[config.mk]
export PLATFORM = sky130hd
export DESIGN_NAME = updown_mod_counter
export DESIGN_NICKNAME = d
export VERILOG_FILES = /design/src/rtl/updown_mod_counter.sv
export SDC_FILE = /design/constraint.sdc
export NUM_CORES = 1
export LEC_CHECK = 0
export CAP_MARGIN = 0
export CELL_PAD_IN_SITES_DETAIL_PLACEMENT = 0
export CELL_PAD_IN_SITES_GLOBAL_PLACEMENT = 1
export CORE_MARGIN = 3
export CORE_UTILIZATION = 32
export CTS_CLUSTER_DIAMETER = 50
export DETAILED_ROUTE_END_ITERATION = 6
export HOLD_SLACK_MARGIN = 0.12
export PLACE_DENSITY_LB_ADDON = 0.1
export RECOVER_POWER = 50
export SETUP_SLACK_MARGIN = 0.05
export SYNTH_ARGS = -nofsm -noshare
export SYNTH_HDL_FRONTEND = slang
export SYNTH_SLANG_ARGS = --single-unit
[constraint.sdc]
create_clock -name clk -period 4.2 [get_ports clk]
set_clock_uncertainty 0.1 [all_clocks]
set_input_delay 0.84 -clock clk [delete_from_list [all_inputs] [get_ports clk]]
set_output_delay 0.84 -clock clk [all_outputs]
set_load 0.05 [all_outputs]
[src/rtl/updown_mod_counter.sv]
//------------------------------------------------------------------------------
// Module   : updown_mod_counter
// Purpose  : Up/down modulo-MOD_VAL counter. It supports a synchronous load with
//            clamp, a count enable, a direction input and a runtime wrap or
//            saturate mode. It also provides terminal-count, wrap-pulse and
//            saturate-pulse status.
// Options  : UDCNT_STICKY_OVF_EN adds ovf_clr / ovf_sticky, a sticky flag
//            raised by any wrap or saturate event.
// Revision : 1.0 - initial release
//------------------------------------------------------------------------------
`default_nettype none

module updown_mod_counter #(
    parameter int WIDTH   = 4,
    parameter int MOD_VAL = 16
) (
    input  logic             clk,
    input  logic             rst,
    input  logic             en,
    input  logic             up,
    input  logic             mode,
    input  logic             load,
    input  logic [WIDTH-1:0] load_val,
`ifdef UDCNT_STICKY_OVF_EN
    input  logic             ovf_clr,
    output logic             ovf_sticky,
`endif
    output logic [WIDTH-1:0] q,
    output logic             tc,
    output logic             wrap,
    output logic             sat
);

    // Highest legal count. The value is truncated to WIDTH bits, so the
    // MOD_VAL == 2**WIDTH case gives all-ones.
    localparam logic [WIDTH-1:0] C_MAX  = WIDTH'(MOD_VAL - 1);
    localparam logic [WIDTH-1:0] C_ZERO = '0;
    localparam logic [WIDTH-1:0] C_ONE  = WIDTH'(1);

    // Reject a modulus that cannot be represented or counted.
    generate
        if ((MOD_VAL < 2) || (longint'(MOD_VAL) > (longint'(1) << WIDTH))) begin : g_param_check
            $fatal(1, "updown_mod_counter: MOD_VAL must satisfy 2 <= MOD_VAL <= 2**WIDTH");
        end
    endgenerate

    logic [WIDTH-1:0] cnt_q, cnt_d;
    logic             wrap_q, wrap_d;
    logic             sat_q, sat_d;
    logic             at_max;
    logic             at_zero;

    assign at_max  = (cnt_q == C_MAX);
    assign at_zero = (cnt_q == C_ZERO);

    // Next count and event pulses. Load beats enable, and enable beats hold.
    always_comb begin
        cnt_d  = cnt_q;
        wrap_d = 1'b0;
        sat_d  = 1'b0;
        if (load) begin
            cnt_d = (load_val > C_MAX) ? C_MAX : load_val;
        end else if (en) begin
            if (up) begin
                if (!at_max) begin
                    cnt_d = cnt_q + C_ONE;
                end else if (!mode) begin
                    cnt_d  = C_ZERO;
                    wrap_d = 1'b1;
                end else begin
                    sat_d = 1'b1;
                end
            end else begin
                if (!at_zero) begin
                    cnt_d = cnt_q - C_ONE;
                end else if (!mode) begin
                    cnt_d  = C_MAX;
                    wrap_d = 1'b1;
                end else begin
                    sat_d = 1'b1;
                end
            end
        end
    end

    // Count and status registers. Reset clears them at once and drops any pending pulse.
    always_ff @(posedge clk or negedge rst) begin
        if (!rst) begin
            cnt_q  <= C_ZERO;
            wrap_q <= 1'b0;
            sat_q  <= 1'b0;
        end else begin
            cnt_q  <= cnt_d;
            wrap_q <= wrap_d;
            sat_q  <= sat_d;
        end
    end

`ifdef UDCNT_STICKY_OVF_EN
    logic ovf_q, ovf_d;

    // Sticky overflow. A set event wins over a clear on the same edge.
    always_comb begin
        ovf_d = ovf_q;
        if (wrap_d || sat_d) begin
            ovf_d = 1'b1;
        end else if (ovf_clr) begin
            ovf_d = 1'b0;
        end
    end

    // Sticky overflow register.
    always_ff @(posedge clk or negedge rst) begin
        if (!rst) begin
            ovf_q <= 1'b0;
        end else begin
            ovf_q <= ovf_d;
        end
    end

    assign ovf_sticky = ovf_q;
`endif

    assign q    = cnt_q;
    assign wrap = wrap_q;
    assign sat  = sat_q;
    // Terminal count follows direction immediately, without waiting for a clock edge.
    assign tc   = (up & at_max) | (~up & at_zero);

endmodule

`default_nettype wire

After elaboration in Yosys (flattened, before gate mapping)

Cells that the tools add are included.

Mux-type cells: 20
Reductions and logical operators: 3
Equal/unequal tests: 3
Bitwise operators: 4
$add $sub $neg: 2
Order comparisons: 1

Operator list:

| cell                  | count |
|---|---|
| $mux W4               | 8 |
| $mux W1               | 12 |
| $ne A4 B4 Y1 const B  | 2 |
| $add A4 B1 Y4 const B | 1 |
| $eq A4 B4 Y1 const B  | 1 |
| $gt A4 B4 Y1 const B  | 1 |
| $logic_not A4 Y1      | 1 |
| $sub A4 B1 Y4 const B | 1 |
| $reduce_and A3 Y1     | 1 |
| $and A1 B1 Y1         | 2 |
| $reduce_bool A2 Y1    | 1 |
| $not A1 Y1            | 1 |
| $or A1 B1 Y1          | 1 |

Input bits: 10
Output and inout port bits: 7
Word-level logic and storage cells: 36
Flip-flop bits (word level): 6

Longest topological paths before layout

Gate-level depths: netlist of the first run.

Word-level depth: 5
Mapped depth: 7
Depth with buffers taken out: 7

Worst setup path before layout of the first run

No wires, ideal clock.

Kind: register -> output
Start: register cnt_q[0] (netlist: q[0])
End: output tc
Cell stages (with the launch flop): 5
Arrival: 1.663 ns
Slack: 1.597 ns
Required time: 3.260 ns
Buffers on the path: 0
Cell sequence: dfrtp_1 -> inv_1 -> ha_1 -> nand2b_4 -> o31ai_4

Word-level cells in the longest chain between the ends: 3
Elaborated cells on any way between the ends: 5
Those cells by class: eq/ne: 1; bitwise: 3; reduce/logical: 1

RTL lines:

| item                                                    | RTL line | source |
|---|---|---|
| from (decl)                                             | 47       | `logic [WIDTH-1:0] cnt_q, cnt_d;` |
| from (signal assigned)                                  | 93       | `cnt_q <= cnt_d;` |
| $eq A4 B4 Y1 / $logic_not A4 Y1 (equally long branches) | 53, 54   |  |
| $and A1 B1 Y1                                           | 128      | `assign tc = (up & at_max) \| (~up & at_zero);` |
| $or A1 B1 Y1 (*)                                        | 128      |  |
| to (decl)                                               | 29       | `output logic tc,` |

Mark *: on every way between the ends. The rest lies on a longest branch, timed or not.

Worst setup path in the final report of the first run

Start: input up
End: output tc

Word-level cells in the longest chain between the ends: 3
Elaborated cells on any way between the ends: 4
Those cells by class: bitwise: 4

RTL lines:

| item             | RTL line | source |
|---|---|---|
| from (decl)      | 20       | `input logic up,` |
| $not A1 Y1       | 128      |  |
| $and A1 B1 Y1    | 128      |  |
| $or A1 B1 Y1 (*) | 128      |  |

Marked as above.

==> reports/summary.txt, run 1 <==
POWER
--------------------------------------------------------------------------------------------------------
IR drop worst, VDD                                                                              0.161 mV
Power density cells                                                                          346 nW/um^2
Leak                                                                                            0.252 nW

YOSYS
--------------------------------------------------------------------------------------------------------
Synthesized area per cell                                                                     9.76 sq um
Post-synth top flop                                                                         sky130_fd_sc_hd__dfrtp_1
Yosys top cell by area                                                                      sky130_fd_sc_hd__dfrtp_1
Count of warnings emitted by yosys                                                                     0
Total nets after synthesis                                                                            57
Share of flip-flops with an asynchronous set or reset after synthesis                               100%
Cells after Synth                                                                                     45
Top cells by area in the synthesized netlist                                                sky130_fd_sc_hd__dfrtp_1 (34%), sky130_fd_sc_hd__ha_1 (5.7%), sky130_fd_sc_hd__inv_1 (5.1%)
Part of the Yosys area used for sequential elements                                                34.2%
Post-synthesis register bit count                                                                      6
Number of enable-type register cells in the synthesized netlist                                        0
Cell types with the highest counts after synthesis                                          sky130_fd_sc_hd__dfrtp_1 (6), sky130_fd_sc_hd__inv_1 (6), sky130_fd_sc_hd__nand2_1 (6)
Area of the mapped netlist                                                                     439 sq um
Share of Yosys cell area claimed by the top area cell type                                         34.2%
Number of distinct standard cells referenced by the synthesized netlist                               23

STA
--------------------------------------------------------------------------------------------------------
Unrepaired setup endpoints after global routing                                                       no
Final setup vio count                                                                                  0
Final total negative setup slack                                                                    0 ns
Worst slew margin                                                                                  66.5%
Fraction of the cycle the final worst path needs                                                   91.8%
Final Max Slew Viols                                                                                   0
Max frequency                                                                                    259 MHz
Time the final worst path needs with I/O delays and setup                                        3.86 ns
Worst-case hold slack                                                                           0.599 ns
Number of hold violations in the final report                                                          0
Slew at the pin closest to its max-slew limit                                                   0.501 ns

SETUP PATH
--------------------------------------------------------------------------------------------------------
Crit path max fanout                                                                                   7
Endpoint type of the worst setup path                                                       primary output
CP startpoint kind                                                                             input pin
Type of the worst setup path                                                                input pin to primary output
Setup slack on the worst flop-to-flop path                                                       2.37 ns
Delay contributed by the slowest stage of the critical path                                      0.88 ns
Data required time of the worst path                                                             3.26 ns
Launch instance of the worst register-to-register path                                              q[0]
CP Data Arrival Time                                                                             2.92 ns
CP bufs+invs                                                                                           2
Kind of cell adding the most delay to the critical path                                     buffers and inverters
R2R Path End                                                                                        q[1]
Critical path's slowest cell                                                                sky130_fd_sc_hd__clkdlybuf4s50_1
Number of cell instances on the worst register-to-register path                                        7
Ordered list of cells on the worst path                                                     dlygate4sd3_1 -> nand2b_1 -> o31ai_4 -> clkdlybuf4s50_1

CTS
--------------------------------------------------------------------------------------------------------
TritonCTS clock tree                                                                               built
Buffers inserted by post-CTS timing repair                                                             0
Maximum buffer depth of the clock tree                                                                 2
Total number of H-tree levels                                                                          1
Buffer cell driving the clock tree root                                                     sky130_fd_sc_hd__clkbuf_4
Post-CTS clock slew at the launch and capture registers of the worst setup and hold paths        0.04 ns
Number of clock buffers inserted by TritonCTS                                                          3
Number of hold buffers added after cts                                                                 0
Skew-Pair Late Insertion Delay                                                                   0.24 ns
Clock sink total                                                                                       6
PostCTS Resize Cnt                                                                                     0

GLOBAL ROUTE
--------------------------------------------------------------------------------------------------------
Overall fraction of global-route tracks in use                                                     10.4%
Pin count of the biggest net entering global routing                                                  11
Sum of overflow across all layers after global routing                                                 0
First-pass GRT wire length                                                                       1490 um
Initial antenna violation count                                                                        0
Vias in the first global route                                                                       350

PLACE
--------------------------------------------------------------------------------------------------------
Final weighted congestion in routability-driven placement                                          0.732
Count of buffers from port buffering                                                                  16
Final HPWL DP                                                                                     681 um
Cell count after placement                                                                            74

ROUTE
--------------------------------------------------------------------------------------------------------
Routed via count divided by cell count                                                              4.95
DRT Wirelength                                                                                    880 um
Per-cell routed wire length                                                                      11.4 um
Iter 0 DRT Violations                                                                                 18
Number of nets with antenna violations after detailed routing                                          0
Total vias in the final route                                                                        381
Number of iterations in the first detailed-routing pass                                                4
Count of unresolved DRC violations after routing                                                       0

FLOORPLAN
--------------------------------------------------------------------------------------------------------
Initial Util                                                                                       36.6%
Core Area                                                                                     1200 sq um
Chip height                                                                                      43.0 um
I/O pins                                                                                              17
X dimension of the die                                                                           43.0 um
Total number of placement rows                                                                        12
Area of the die                                                                               1850 sq um

CELLS AND AREA
--------------------------------------------------------------------------------------------------------
Number of antenna repair diodes                                                                        0
Synth-to-layout area growth                                                                        43.0%
Fill cells                                                                                           115
Non-Filler Instances                                                                                  77
Total Nets Final                                                                                      77
Combined area of the multi-input logic cells                                                   255 sq um
Layout cells sized above 1                                                                         11.1%
End-of-flow core utilization                                                                       52.3%
Register cell area after layout                                                                150 sq um

HOLD PATH
--------------------------------------------------------------------------------------------------------
Sink of the worst hold path                                                                         q[1]
Hold Path Stages                                                                                       2
Type of the tightest min-delay check                                                        flop to flop
Startpoint of the tightest hold check path                                                          q[1]

FLOW RUN
--------------------------------------------------------------------------------------------------------
Number of max-capacitance violations reported                                                          0

STATUS
--------------------------------------------------------------------------------------------------------
Status                                                                                      finished clean

## how the worst max path moves through the flow
stage	from	to	slack (ns)	cells past startpoint
after floorplan	q[0]	tc	1.60	4
after global placement	up	tc	0.50	4
after detailed placement	up	tc	0.51	4
after CTS	up	tc	0.50	4
after global routing	up	tc	0.25	4
final	up	tc	0.34	4
## layer usage
metal  vias up  track usage (%)  wire length [um]
met1       162             15.8               465
met3         0             1.69                51
met2        11             13.8               363
met5         -                0                 0
met4         0             5.42                 0
li1        208                -                 -
## per-stage QoR
step / instance area [sq um] / total power [mW] / worst slack (ns)
after global routing: 628 / 0.230 / 0.250
after CTS: 636 / 0.222 / 0.498
final: 628 / 0.217 / 0.343
after floorplan: 439 / 0.137 / 1.60
after detailed placement: 613 / 0.168 / 0.505
after global placement: 613 / 0.169 / 0.500
## layout by cell type, fill, tap and decap left out, types with 3 or more instances in the layout
| cell type | Yosys | layout |
|---|---|---|
| sky130_fd_sc_hd__inv_1 | 6 | 6 |
| sky130_fd_sc_hd__clkdlybuf4s50_1 | 0 | 14 |
| sky130_fd_sc_hd__o21ai_0 | 3 | 3 |
| sky130_fd_sc_hd__nand2_1 | 6 | 6 |
| sky130_fd_sc_hd__dfrtp_1 | 6 | 6 |
| sky130_fd_sc_hd__clkbuf_4 | 0 | 3 |
## cell type report
| cell class | count | area share (%) |
|---|---|---|
| Tap cell | 14 | 2.79 |
| Clock buffer | 3 | 3.59 |
| Multi-Input combinational cell | 32 | 40.6 |
| Sequential cell | 6 | 23.9 |
| Timing Repair Buffer | 16 | 25.5 |
| Inverter | 6 | 3.59 |
## tightest hold or removal path, cell delays in order (launching register included)
cell and delay [ns]:
sky130_fd_sc_hd__dfrtp_1 0.43, sky130_fd_sc_hd__mux2i_1 0.10, sky130_fd_sc_hd__o21ai_0 0.13
## where the power goes
group | switching (mW) | internal [mW] | leakage [nW]
combinational | 0.0519 | 0.0370 | 0.162
clock | 0.0202 | 0.0323 | 0.0138
sequential | 0.0120 | 0.0637 | 0.0762
## sequential cells by signal, summed over array words and instances (netlist names)
register,count
q,4
sat,1
wrap,1
## logic make-up after synthesis
| family | count (synthesis) | share of synthesized area (%) |
|---|---|---|
| xor+xnor | 2 | 3.99 |
| simple gates | 10 | 14.0 |
| buf+inv | 7 | 5.98 |
| flops | 6 | 34.2 |
| mux | 1 | 2.28 |
| compound gates | 17 | 33.9 |
| fa+ha+maj | 2 | 5.70 |
Power figures use the tool's default switching activity.
==> run 2: changes to the inputs <==
CAP_MARGIN = 5   (was 0)
CORE_MARGIN = default   (was 3)
==> run 2 against run 1 <==
Register-to-register slack got worse by 0.02 ns; sequential power is 0.8% higher; total power is essentially flat; global-route usage up 7.1 points; die area down 18%; largest cell class unchanged.
==> reports/summary.txt, run 2 (synthesis results as in run 1) <==
STATUS
--------------------------------------------------------------------------------------------------------
Status                                                                                      finished clean

POWER
--------------------------------------------------------------------------------------------------------
Overall power of the completed layout                                                           0.217 mW   about the same
Combinational fraction of design power                                                             42.1%   +1.1 points
Clock network power share                                                                          22.8%   -1.4 points
Internal portion of total power                                                                 0.134 mW   +0.76%
Power density cells                                                                          342 nW/um^2   -1.1%
IR drop worst, VDD                                                                              0.199 mV   +24%
Sequential Power Share                                                                             35.0%   +0.2 points
Leak                                                                                            0.261 nW   +3.7%
Share of total power consumed by net switching                                                     38.3%   -0.41 points
Net switching power of the design                                                              0.0833 mW   -0.95%

PLACE
--------------------------------------------------------------------------------------------------------
Dpl ws                                                                                          0.475 ns   -0.0305 ns
Final weighted congestion in routability-driven placement                                          0.672   -8.2%
Count of buffers from port buffering                                                                  16   unchanged
Final HPWL DP                                                                                     792 um   +16%

FLOORPLAN
--------------------------------------------------------------------------------------------------------
X dimension of the die                                                                           39.0 um   -9.3%
Chip height                                                                                      39.0 um   -9.3%
Core Area                                                                                     1190 sq um   -1.2%
Total number of placement rows                                                                        12   unchanged
Area of the die                                                                               1520 sq um   -18%
I/O pins                                                                                              17   unchanged
Initial Util                                                                                       37.0%   +0.46 points

GLOBAL ROUTE
--------------------------------------------------------------------------------------------------------
First-pass GRT wire length                                                                       1770 um   +19%
Initial antenna violation count                                                                        0   unchanged
Pin count of the biggest net entering global routing                                                  11   unchanged
Overall fraction of global-route tracks in use                                                     17.5%   +7.1 points
Sum of overflow across all layers after global routing                                                 0   unchanged
Vias in the first global route                                                                       420   +20%

SETUP PATH
--------------------------------------------------------------------------------------------------------
Ordered list of cells on the worst path                                                     dlygate4sd3_1 -> nand2b_4 -> o31ai_4 -> clkdlybuf4s50_1
Crit path max fanout                                                                                   7   unchanged
CP Data Arrival Time                                                                             2.87 ns   -0.05 ns
Kind of cell adding the most delay to the critical path                                     buffers and inverters
Type of the worst setup path                                                                input pin to primary output
CP bufs+invs                                                                                           2   unchanged
Data required time of the worst path                                                             3.26 ns   about the same
Critical path's slowest cell                                                                sky130_fd_sc_hd__clkdlybuf4s50_1
Number of cell instances on the worst register-to-register path                                        7   unchanged
Endpoint type of the worst setup path                                                       primary output
R2R Path End                                                                                        q[1]
Number of stages on the worst setup path                                                               4   unchanged
Setup slack on the worst flop-to-flop path                                                       2.35 ns   -0.02 ns
Launch instance of the worst register-to-register path                                              q[0]
Delay contributed by the slowest stage of the critical path                                      0.88 ns   about the same
CP startpoint kind                                                                             input pin

CTS
--------------------------------------------------------------------------------------------------------
Post-CTS clock slew at the launch and capture registers of the worst setup and hold paths        0.04 ns   about the same
Number of hold buffers added after cts                                                                 0   unchanged
TritonCTS clock tree                                                                               built
Skew-Pair Late Insertion Delay                                                                   0.23 ns   about the same
Buffers inserted by post-CTS timing repair                                                             0   unchanged
PostCTS Resize Cnt                                                                                     0   unchanged
Total number of H-tree levels                                                                          1   unchanged
Number of clock buffers inserted by TritonCTS                                                          3   unchanged
Maximum buffer depth of the clock tree                                                                 2   unchanged
Clock sink total                                                                                       6   unchanged
Buffer cell driving the clock tree root                                                     sky130_fd_sc_hd__clkbuf_4

STA
--------------------------------------------------------------------------------------------------------
Unrepaired setup endpoints after global routing                                                       no
Fraction of the cycle the final worst path needs                                                   90.7%   -1.1 points
Worst setup slack after layout                                                                  0.391 ns   +0.0475 ns
Final setup vio count                                                                                  0   unchanged
Final Max Slew Viols                                                                                   0   unchanged
Max frequency                                                                                    263 MHz   +1.2%
Time the final worst path needs with I/O delays and setup                                        3.81 ns   -0.0475 ns
Number of hold violations in the final report                                                          0   unchanged
Worst slew margin                                                                                  65.9%   -0.55 points
Slew at the pin closest to its max-slew limit                                                   0.509 ns   +0.00828 ns
Final total negative setup slack                                                                    0 ns   unchanged

CELLS AND AREA
--------------------------------------------------------------------------------------------------------
Synth-to-layout area growth                                                                        44.7%
Flip-flop count of the largest register after layout                                                   4   unchanged
Commonest non-fill, non-tap cell in the layout                                              sky130_fd_sc_hd__clkdlybuf4s50_1
Leading cell types in the layout, fill and taps excluded                                    sky130_fd_sc_hd__clkdlybuf4s50_1 (13), sky130_fd_sc_hd__inv_1 (6), sky130_fd_sc_hd__nand2_1 (6), sky130_fd_sc_hd__dfrtp_1 (6)
Total Nets Final                                                                                      77   unchanged
Number of antenna repair diodes                                                                        0   unchanged
Layout cells sized above 1                                                                         12.7%   +1.6 points
End-of-flow core utilization                                                                       53.6%   +1.3 points

HOLD PATH
--------------------------------------------------------------------------------------------------------
Startpoint of the tightest hold check path                                                          q[3]
Sink of the worst hold path                                                                         q[3]
Type of the tightest min-delay check                                                        flop to flop
Hold Path Stages                                                                                       2   unchanged

ROUTE
--------------------------------------------------------------------------------------------------------
Number of nets with antenna violations after detailed routing                                          0   unchanged
Iter 0 DRT Violations                                                                                  5   -13
Per-cell routed wire length                                                                      12.3 um   +7.6%
Number of iterations in the first detailed-routing pass                                                2   -2
DRT Wirelength                                                                                    947 um   +7.6%
Total vias in the final route                                                                        409   +7.3%
Count of unresolved DRC violations after routing                                                       0   unchanged
Routed via count divided by cell count                                                              5.31   +7.3%

FLOW RUN
--------------------------------------------------------------------------------------------------------
Number of max-capacitance violations reported                                                          0   unchanged

-- run 2: cell types whose count changed in the layout (fill, tap and decap cells not counted), sizes merged --
cell and delta:
clkdlybuf4s50 -1, dlygate4sd3 +1
-- run 2: cell type report --
type                    instances  area [sq um]
clock buffers                   3          22.5
fillers                       110           551
inverters                       6          22.5
multi-input cells              32           263
flip-flops and latches          6           150
well taps                      14          17.5
repair buffers                 16           160
-- run 2: worst reg2reg max path, delay by kind of cell, from the launching register on --
family | cells | cell delay (ns)
AO/OA/AOI/OAI | 3 | 0.53
flip-flops | 1 | 0.45
adder cells (fa/ha/maj) | 1 | 0.24
multiplexers | 1 | 0.17
buffers and inverters | 1 | 0.14
AND/OR/NAND/NOR | 1 | 0.09
-- run 2: stage by stage --
| step | std cells | instance area [sq um] | hold slack, ns |
|---|---|---|---|
| after global placement | 74 | 613 | 0.613 |
| after global routing | 77 | 636 | 0.714 |
| final | 77 | 636 | 0.646 |
| after detailed placement | 74 | 613 | 0.636 |
| after floorplan | 45 | 439 | 0.444 |
| after CTS | 77 | 636 | 0.648 |
-- run 2: how the worst max path moves through the flow --
stage	slack (ns)	from	end
finish	0.39	up	tc
global route	0.34	up	tc
CTS	0.47	up	tc
detailed placement	0.47	up	tc
global placement	0.51	up	tc
floorplan	1.60	q[0]	tc
-- run 2: metal layers --
layer,share of wire [%],track usage (%),vias to the layer above
met5,0,0,-
met3,3.3,3.47,2
met1,47,21.6,190
met2,49,29.2,10
met4,0.63,7.76,0
li1,-,-,207
-- run 2: power groups by stage --
stage | Combinational (mW) | Sequential (mW) | Clock (mW)
final | 0.0915 | 0.0762 | 0.0497
after global routing | 0.100 | 0.0777 | 0.0561
after CTS | 0.0929 | 0.0761 | 0.0527
after detailed placement | 0.0926 | 0.0770 | 0
after global placement | 0.0928 | 0.0767 | 0
after floorplan | 0.0417 | 0.0948 | 0
==> run 3: changes to the inputs <==
CORE_MARGIN = 5   (was default)
CORE_UTILIZATION = 30   (was 32)
clock period = 4 ns   (was 4.2 ns; I/O delays follow)
==> run 3 against run 2 <==
Global-route usage shrank 6.8 points; largest power group unchanged; first-iteration DRC count shrank 20%; via count grew 1.5%; final cell count grew 1.3%; die area grew 53%; sequential share of layout area is essentially flat; non-clock buffer count is the same; register-to-register slack lost 0.17 ns; utilization shrank 6.4 points; cell area grew 0.20%; total power grew 7.9%; combinational power grew 5.0%.
==> reports/summary.txt, run 3 (synthesis results as in run 1) <==
ROUTE
--------------------------------------------------------------------------------------------------------
Routed via count divided by cell count                                                              5.32   +0.17%
Count of unresolved DRC violations after routing                                                       0   unchanged
Iter 0 DRT Violations                                                                                  4   -1
Total vias in the final route                                                                        415   +1.5%
Number of iterations in the first detailed-routing pass                                                4   +2
DRT Wirelength                                                                                   1010 um   +6.2%
Number of nets with antenna violations after detailed routing                                          0   unchanged
Per-cell routed wire length                                                                      12.9 um   +4.9%

STA
--------------------------------------------------------------------------------------------------------
Final Max Slew Viols                                                                                   0   unchanged
Fraction of the cycle the final worst path needs                                                   93.1%
Worst-case hold slack                                                                           0.638 ns   -0.00832 ns
Unrepaired setup endpoints after global routing                                                       no
Slew at the pin closest to its max-slew limit                                                   0.495 ns   -0.0146 ns
Number of hold violations in the final report                                                          0   unchanged
Final total negative setup slack                                                                    0 ns   unchanged
Worst slew margin                                                                                  66.9%   +0.97 points
Final setup vio count                                                                                  0   unchanged
Max frequency                                                                                    269 MHz
Time the final worst path needs with I/O delays and setup                                        3.72 ns

GLOBAL ROUTE
--------------------------------------------------------------------------------------------------------
Pin count of the biggest net entering global routing                                                  11   unchanged
Sum of overflow across all layers after global routing                                                 0   unchanged
Initial antenna violation count                                                                        0   unchanged
First-pass GRT wire length                                                                       1640 um   -7.8%
Vias in the first global route                                                                       336   -20%
Overall fraction of global-route tracks in use                                                     10.8%   -6.8 points

HOLD PATH
--------------------------------------------------------------------------------------------------------
Sink of the worst hold path                                                                         q[1]
Hold Path Stages                                                                                       2   unchanged
Startpoint of the tightest hold check path                                                          q[1]
Type of the tightest min-delay check                                                        flop to flop

STATUS
--------------------------------------------------------------------------------------------------------
Status                                                                                      finished clean

CTS
--------------------------------------------------------------------------------------------------------
Maximum buffer depth of the clock tree                                                                 2   unchanged
Buffers inserted by post-CTS timing repair                                                             0   unchanged
Clock sink total                                                                                       6   unchanged
PostCTS Resize Cnt                                                                                     0   unchanged
TritonCTS clock tree                                                                               built
Skew-Pair Late Insertion Delay                                                                   0.26 ns   +0.03 ns
Number of clock buffers inserted by TritonCTS                                                          3   unchanged
Post-CTS clock slew at the launch and capture registers of the worst setup and hold paths        0.04 ns   about the same
Buffer cell driving the clock tree root                                                     sky130_fd_sc_hd__clkbuf_4
Number of hold buffers added after cts                                                                 0   unchanged
Total number of H-tree levels                                                                          1   unchanged

FLOORPLAN
--------------------------------------------------------------------------------------------------------
X dimension of the die                                                                           48.3 um   +24%
Initial Util                                                                                       32.5%   -4.5 points
Core Area                                                                                     1350 sq um   +14%
Area of the die                                                                               2330 sq um   +53%
Total number of placement rows                                                                        13   +1
I/O pins                                                                                              17   unchanged
Chip height                                                                                      48.3 um   +24%

POWER
--------------------------------------------------------------------------------------------------------
Leak                                                                                            0.258 nW   -1.4%
Power density cells                                                                          368 nW/um^2   +7.7%
Overall power of the completed layout                                                           0.234 mW   +7.9%
IR drop worst, VDD                                                                              0.137 mV   -31%

CELLS AND AREA
--------------------------------------------------------------------------------------------------------
Synth-to-layout area growth                                                                        45.0%
Combined area of the multi-input logic cells                                                   263 sq um   unchanged
Total Nets Final                                                                                      77   unchanged
Commonest non-fill, non-tap cell in the layout                                              sky130_fd_sc_hd__clkdlybuf4s50_1
Number of antenna repair diodes                                                                        0   unchanged
Fill cells                                                                                           139   +26%
Register cell area after layout                                                                150 sq um   unchanged
Layout cells sized above 1                                                                         12.7%   unchanged
Leading cell types in the layout, fill and taps excluded                                    sky130_fd_sc_hd__clkdlybuf4s50_1 (14), sky130_fd_sc_hd__inv_1 (6), sky130_fd_sc_hd__nand2_1 (6), sky130_fd_sc_hd__dfrtp_1 (6)
Flip-flop count of the largest register after layout                                                   4   unchanged

PLACE
--------------------------------------------------------------------------------------------------------
Count of buffers from port buffering                                                                  16   unchanged
Final weighted congestion in routability-driven placement                                          0.762   +14%

SETUP PATH
--------------------------------------------------------------------------------------------------------
Critical path's slowest cell                                                                sky130_fd_sc_hd__clkdlybuf4s50_1
Number of cell instances on the worst register-to-register path                                        7   unchanged
Type of the worst setup path                                                                input pin to primary output
Crit path max fanout                                                                                   7   unchanged
Data required time of the worst path                                                             3.10 ns   -0.16 ns
Ordered list of cells on the worst path                                                     dlygate4sd3_1 -> nand2b_4 -> o31ai_4 -> clkdlybuf4s50_1
R2R Path End                                                                                        q[1]
CP startpoint kind                                                                             input pin
Delay contributed by the slowest stage of the critical path                                      0.87 ns   about the same
Launch instance of the worst register-to-register path                                              q[0]
Endpoint type of the worst setup path                                                       primary output
CP Data Arrival Time                                                                             2.82 ns   -0.05 ns
Setup slack on the worst flop-to-flop path                                                       2.18 ns   -0.17 ns

FLOW RUN
--------------------------------------------------------------------------------------------------------
Number of max-capacitance violations reported                                                          0   unchanged

==> run 3: cell count changes in the layout (fill, tap and decap cells not counted), sizes merged <==
cell	previous run	this run
clkdlybuf4s50	13	14
dlygate4sd3	3	2
==> run 3: critical path, delay by kind of cell <==
kind            cells  cell delay, ns
compound gates      1            0.31
buf+inv             2            1.51
simple gates        1            0.20
==> run 3: layout make-up <==
class	instances	share of cell area [%]
multi-input cells	32	41.3
inverters	6	3.54
clock buffers	3	3.54
flip-flops and latches	6	23.6
well taps	15	2.95
repair buffers	16	25.1
==> run 3: worst max path at each step <==
stage / start / to / slack, ns / cells past startpoint
final: up / tc / 0.28 / 4
after global routing: up / tc / 0.21 / 4
after CTS: up / tc / 0.37 / 4
after detailed placement: up / tc / 0.38 / 4
after global placement: up / tc / 0.38 / 4
after floorplan: q[0] / tc / 1.44 / 4
==> run 3: through the flow <==
step	utilization, %	cells	setup slack [ns]	instance area (sq um)
3_3_place_gp	45.5	75	0.384	614
6_report	47.2	78	0.278	637
2_1_floorplan	-	45	1.44	439
4_1_cts	47.2	78	0.375	637
3_5_place_dp	45.5	75	0.384	614
5_1_grt	47.2	78	0.211	637
==> run 3: layer usage <==
metal	vias to the layer above	share of wire [%]	track usage (%)
met5	-	0	0
met4	0	2.6	6.45
met3	2	9.3	5.90
met2	19	41	13.3
met1	184	47	14.3
li1	210	-	-
==> run 3: where the power goes <==
| group | internal [mW] | leakage [nW] | switching [mW] | total, mW |
|---|---|---|---|---|
| clock network | 0.0341 | 0.0138 | 0.0243 | 0.0584 |
| registers | 0.0668 | 0.0762 | 0.0130 | 0.0798 |
| logic | 0.0402 | 0.168 | 0.0559 | 0.0961 |
